File: src/rtl/timer_if.sv
// CPU-side memory bus seen by the timer: 16-bit address, 8-bit data,
// level-sensitive write strobe and a combinational read path.
interface timer_if;
    logic [15:0] addr;
    logic        read_en;
    logic        write_en;
    logic [7:0]  wdata;
    logic [7:0]  rdata;

    modport Peripheral_side (
        input  addr,
        input  read_en,
        input  write_en,
        input  wdata,
        output rdata
    );

    modport Cpu_side (
        output addr,
        output read_en,
        output write_en,
        output wdata,
        input  rdata
    );
endinterface

File: src/rtl/timer.sv
// DIV/TIMA/TMA/TAC timer: free-running 16-bit divider, falling-edge driven
// TIMA counter and a delayed TMA reload that raises a one-clock interrupt.
module timer #(
    parameter logic [15:0] DIV_INIT = 16'h0000
) (
    input  logic                  clk,
    input  logic                  reset,
    timer_if.Peripheral_side      bus,
    output logic                  timer_req
);

    localparam logic [15:0] ADDR_DIV  = 16'hFF04;
    localparam logic [15:0] ADDR_TIMA = 16'hFF05;
    localparam logic [15:0] ADDR_TMA  = 16'hFF06;
    localparam logic [15:0] ADDR_TAC  = 16'hFF07;

    typedef enum logic [1:0] {
        IDLE,
        DELAY,
        RELOAD
    } state_t;

    state_t      state, state_nxt;
    logic [15:0] cnt;
    logic [7:0]  tima, tima_nxt;
    logic [7:0]  tma, tma_nxt;
    logic [2:0]  tac;
    logic [2:0]  dly, dly_nxt;
    logic        sig_d;
    logic        tap_bit;
    logic        sig;
    logic        fall;

    logic wr_div, wr_tima, wr_tma, wr_tac;

    assign wr_div  = bus.write_en && (bus.addr == ADDR_DIV);
    assign wr_tima = bus.write_en && (bus.addr == ADDR_TIMA);
    assign wr_tma  = bus.write_en && (bus.addr == ADDR_TMA);
    assign wr_tac  = bus.write_en && (bus.addr == ADDR_TAC);

    always_comb begin
        case (tac[1:0])
            2'b00:   tap_bit = cnt[9];
            2'b01:   tap_bit = cnt[3];
            2'b10:   tap_bit = cnt[5];
            default: tap_bit = cnt[7];
        endcase
    end

    // DIV clears, TAC rewrites and enable drops all look like falling edges here.
    assign sig  = tac[2] & tap_bit;
    assign fall = sig_d & ~sig;

    always_comb begin
        // NOTE: every output gets a default before the case so no path can infer a latch.
        state_nxt = state;
        dly_nxt   = dly;
        tima_nxt  = tima;
        tma_nxt   = wr_tma ? bus.wdata : tma;
        timer_req = 1'b0;

        case (state)
            IDLE: begin
                if (wr_tima) begin
                    tima_nxt = bus.wdata;
                end else if (fall) begin
                    if (tima == 8'hFF) begin
                        tima_nxt  = 8'h00;
                        dly_nxt   = 3'd3;
                        state_nxt = DELAY;
                    end else begin
                        tima_nxt = tima + 8'd1;
                    end
                end
            end
            DELAY: begin
                if (wr_tima) begin
                    tima_nxt  = bus.wdata;
                    dly_nxt   = 3'd0;
                    state_nxt = IDLE;
                end else if (dly == 3'd0) begin
                    // TMA is copied on entry so TIMA shows it during the interrupt clock.
                    tima_nxt  = tma;
                    state_nxt = RELOAD;
                end else begin
                    dly_nxt = dly - 3'd1;
                end
            end
            RELOAD: begin
                timer_req = 1'b1;
                state_nxt = IDLE;
                if (wr_tma) begin
                    tima_nxt = bus.wdata;
                end
            end
            default: begin
                state_nxt = IDLE;
            end
        endcase
    end

    // NOTE: state registers use non-blocking assignments so all update together at the edge.
    always_ff @(posedge clk or posedge reset) begin
        if (reset) begin
            state <= IDLE;
            cnt   <= DIV_INIT;
            tima  <= 8'h00;
            tma   <= 8'h00;
            tac   <= 3'b000;
            dly   <= 3'd0;
            sig_d <= 1'b0;
        end else begin
            state <= state_nxt;
            cnt   <= wr_div ? 16'h0000 : cnt + 16'd1;
            tima  <= tima_nxt;
            tma   <= tma_nxt;
            dly   <= dly_nxt;
            sig_d <= sig;
            if (wr_tac) begin
                tac <= bus.wdata[2:0];
            end
        end
    end

    always_comb begin
        bus.rdata = 8'h00;
        if (bus.read_en) begin
            case (bus.addr)
                ADDR_DIV:  bus.rdata = cnt[15:8];
                ADDR_TIMA: bus.rdata = tima;
                ADDR_TMA:  bus.rdata = tma;
                ADDR_TAC:  bus.rdata = {5'b11111, tac};
                default:   bus.rdata = 8'h00;
            endcase
        end
    end

endmodule

File: src/flat_wrapper.sv
// flat-port wrapper written by rule: the top's interface ports become plain ports
module timer_flat 
#(
    parameter logic [15:0] DIV_INIT = 16'h0000
)
  (clk, reset, timer_req, bus_addr, bus_read_en, bus_write_en, bus_wdata, bus_rdata);
  timer_if bus_i ();
  input  logic clk;
  input  logic reset;
  output logic timer_req;
  input wire logic [$bits(bus_i.addr)-1:0] bus_addr;
  input wire logic [$bits(bus_i.read_en)-1:0] bus_read_en;
  input wire logic [$bits(bus_i.write_en)-1:0] bus_write_en;
  input wire logic [$bits(bus_i.wdata)-1:0] bus_wdata;
  output wire logic [$bits(bus_i.rdata)-1:0] bus_rdata;
  assign bus_i.addr = bus_addr;
  assign bus_i.read_en = bus_read_en;
  assign bus_i.write_en = bus_write_en;
  assign bus_i.wdata = bus_wdata;
  assign bus_rdata = bus_i.rdata;
  timer #(.DIV_INIT(DIV_INIT)) u_core (.clk(clk), .reset(reset), .bus(bus_i), .timer_req(timer_req));
endmodule
File: config.mk
export PLATFORM = sky130hd
export DESIGN_NAME = timer_flat
export DESIGN_NICKNAME = d
export VERILOG_FILES = /design/src/rtl/timer_if.sv /design/src/rtl/timer.sv /design/src/flat_wrapper.sv
export SDC_FILE = /design/constraint.sdc
export NUM_CORES = 1
export LEC_CHECK = 0
export BUFFER_PORTS_ARGS = -buffer_cell sky130_fd_sc_hd__buf_2
export CORE_AREA = 2 2 89 91
export CTS_BUF_LIST = sky130_fd_sc_hd__clkbuf_8 sky130_fd_sc_hd__clkbuf_16
export DETAILED_ROUTE_END_ITERATION = 10
export DIE_AREA = 0 0 91 93
export GPL_TIMING_DRIVEN = 0
export PLACE_DENSITY = 0.54
export SLEW_MARGIN = 20
export SYNTH_ARGS = -nofsm -noshare
export SYNTH_HDL_FRONTEND = slang
export SYNTH_SLANG_ARGS = --single-unit
File: constraint.sdc
create_clock -name clk -period 2.4 [get_ports clk]
set_input_delay 0.24 -clock clk [delete_from_list [all_inputs] [get_ports clk]]
set_output_delay 0.24 -clock clk [all_outputs]
set_load 0.005 [all_outputs]
==> results.md <==
- First-pass GRT wire length: 11890 um
- Most frequent cells in the layout: 40 x dfrtp_1, 38 x buf_2, 33 x nor2_1, 19 x inv_1
- Antenna viol nets, final: 0
- Hold path depth: 2
- Leakage: 1.370 nW
- CTS max path bufs: 2
- Total number of yosys warnings: 0
- PortBufs: 36
- FFs w/ async S/R, synth: 100.0%
- Die width: 91 um
- Vias in the first global route: 2310
- Mapped Cells: 285
- RSZ-0062 raised after global routing: false
- Ranking of synthesized cells by area: dfrtp_1 38%, nor2_1 4.7%, xnor2_1 4.2%, mux2_1 4.1%, ha_1 3.7%
- WHS Endpoint: u_core.tma[5]$_DFFE_PP0P_
- DR pass1 iterations: 4
- Worst-Margin Slew: 0.7157 ns
- Number of flops mapped to enable cells by yosys: 0
- Fmax: 434.6 MHz
- # clock sinks: 41
- Hold crit path type: input pin to flop
- Initial DRC count: 109
- Max cap viols: 0
- Syn Nets: 321
- Initial antenna violation count: 0
- Crit path DAT: 2.50 ns
- Layout cells sized above 1: 20.91%
- Worst path required time: 2.60 ns
- Hold slack: 0.1790 ns
- Power Dens Cells: 861.0 nW/um^2
- Outcome: completed
- # rows: 32
- Worst reg2reg setup slack: 0.11 ns
- Hold_sp: bus_wdata[5]
- Worst-Skew Late Latency: 0.30 ns
- Vias: 2292
- Fin Clk Skew: 0.007187 ns
- Ant diodes: 0
- Synth Flop Type: dfrtp_1
- GR Overflow Total: 0
- DIE AREA: 8463 um^2
- Max-slew violations: 0
- CP endpoint kind: flop
- Final wirelength: 7145 um
- Post-synth top area share: 37.72%
- P&R area growth vs syn: 17.53%
- Final Cycle Share: 95.88%
- CTS tree: done
- Post-route DRC: 0
- Commonest non-fill, non-tap cell in the layout: dfrtp_1
- Peak supply drop: 0.3350 mV
- Slew headroom: 52.29%
- Tmin final: 2.301 ns
- FF/Latch Area: 1027 um^2
- Clock Root Buffer: clkbuf_8
- Endpoints failing hold: 0
- Yosys cell types: 56
- Setup-failing EPs final: 0
- WS Path Type: input pin to flop
- Yosys reg bits: 41
- Startpoint type of the worst setup path: input pin
- # fillers: 793
- DP HPWL: 5420 um
- GRT Total Usage: 17.60%
- Post-synth top area cell: dfrtp_1
- Post-synthesis sequential area ratio: 37.72%
- R2r endpoint: u_core.dly[1]$_DFFE_PP0P_
- Pin count of the biggest net entering global routing: 25
- CTS H-Tree Depth: 2
- Wirelength per Cell: 16.54 um
- Routability Congestion: 0.8214
- Total Power: 0.002752 W
- Fin worst setup slack: 0.09883 ns
- Multi-input logic area: 1587 um^2
- Die Y: 93 um
- Crit path max fanout: 9
- Worst reg2reg startpoint: u_core.tima[1]$_DFFE_PP0P_
- Mapped Area: 2720 um^2
- Average size of a mapped cell: 9.544 um^2
- Via-to-Cell Ratio: 5.306
- R2R cell count: 6
- # IOs: 37
- Num CTS Buffers: 5
- Setup Buffers After CTS: 0
- Setup WS pre-CTS: -0.3383 ns
- Initial Util: 36.14%
- Nets@finish: 365
- Core area: 7527 um^2
- CTS clock-pin slew for the worst setup and hold paths: 0.09 ns
[worst max-delay path: stages]
cell and delay (ns):
buf_2 0.10, or4b_4 0.57, or4_4 0.50, buf_6 0.16, o21ai_4 0.25, and3_1 0.20
buf_4 0.17, mux2_4 0.31
[worst max-delay path by stage]
stage	start	endpoint	slack, ns	cells after the start
2_1_floorplan	bus_addr[3]	u_core.tima[1]$_DFFE_PP0P_	0.06	7
3_3_place_gp	bus_addr[3]	u_core.cnt[7]$_DFF_PP0_	-0.36	7
3_5_place_dp	bus_addr[3]	u_core.cnt[13]$_DFF_PP0_	-0.34	7
4_1_cts	u_core.tima[0]$_DFFE_PP0P_	u_core.dly[1]$_DFFE_PP0P_	0.007	6
5_1_grt	u_core.tima[1]$_DFFE_PP0P_	u_core.dly[1]$_DFFE_PP0P_	0.009	6
6_report	bus_addr[3]	u_core.tima[1]$_DFFE_PP0P_	0.1	8
[sequential cells by signal, indices dropped and copies added, names as in the netlist]
signal	cells
u_core.cnt	16
u_core.tima	8
u_core.tma	8
u_core.dly	3
u_core.tac	3
u_core.state	2
u_core.sig_d	1
[layer usage]
layer,track usage [%],wire [um]
met1,23.87,3395
met2,29.32,3358
met3,2.256,256
met4,5.556,136
met5,0,0
[where the power goes]
group	internal, W	total [W]	switching [W]
logic	0.000535	0.00123	0.000698
registers	0.000812	0.000946	0.000135
clock network	0.000308	0.000574	0.000265
total	0.00165	0.00275	0.00110
[kinds of logic after synthesis]
kind of cell | share of synthesized area [%]
AOI/OAI and AO/OA | 18.77
xor gates and xnor gates | 5.474
adders and majority gates | 3.680
buffers and inverters | 4.784
DFF | 37.72
muxes | 10.95
and+or+nand+nor | 18.63
[timing repair]
item | 4_1_cts | 5_1_grt
endpoints found under the hold margin | 1 | 0
hold buffers | 1 | 0
gates resized for setup | 1 | 3
endpoints found under the setup margin | 16 | 2
[through the flow]
stage | instances | TNS [ns] | utilization, % | instance area (um^2)
global route | 432 | 0 | 42.47 | 3197
detailed placement | 424 | -5.159 | 40.59 | 3055
CTS | 433 | 0 | 42.32 | 3186
floorplan | 285 | 0 | - | 2720
global placement | 423 | -6.018 | 40.23 | 3028
finish | 432 | 0 | 42.47 | 3197
[cell usage after synthesis (all sizes together), types with 2 or more instances]
library cell and n:
ha 8, nand4b 3, xnor2 13, nor4 3, nand2b 5, a31oi 11
mux2 17, and3 6, a32oi 2, dfrtp 41, a211oi 2, o21ai 8
nor2 34, nand4 7, a21boi 2, inv 19, nor3 5, nand2 13
buf 4, clkbuf 8, a22oi 3, nor2b 5, a31o 3, o22ai 7
o211ai 5, xor2 4, a21oi 7, o22a 4, mux2i 8, nand3 10
[layout make-up]
type	instances	area share, %
buffer	11	1.722
clock buffer	5	2.153
clock inverter	3	1.331
inverter	19	2.231
multi-input combinational	213	49.63
sequential	41	32.13
tap	102	3.992
timing repair buffer	38	6.810
Power figures use the tool's default switching activity.
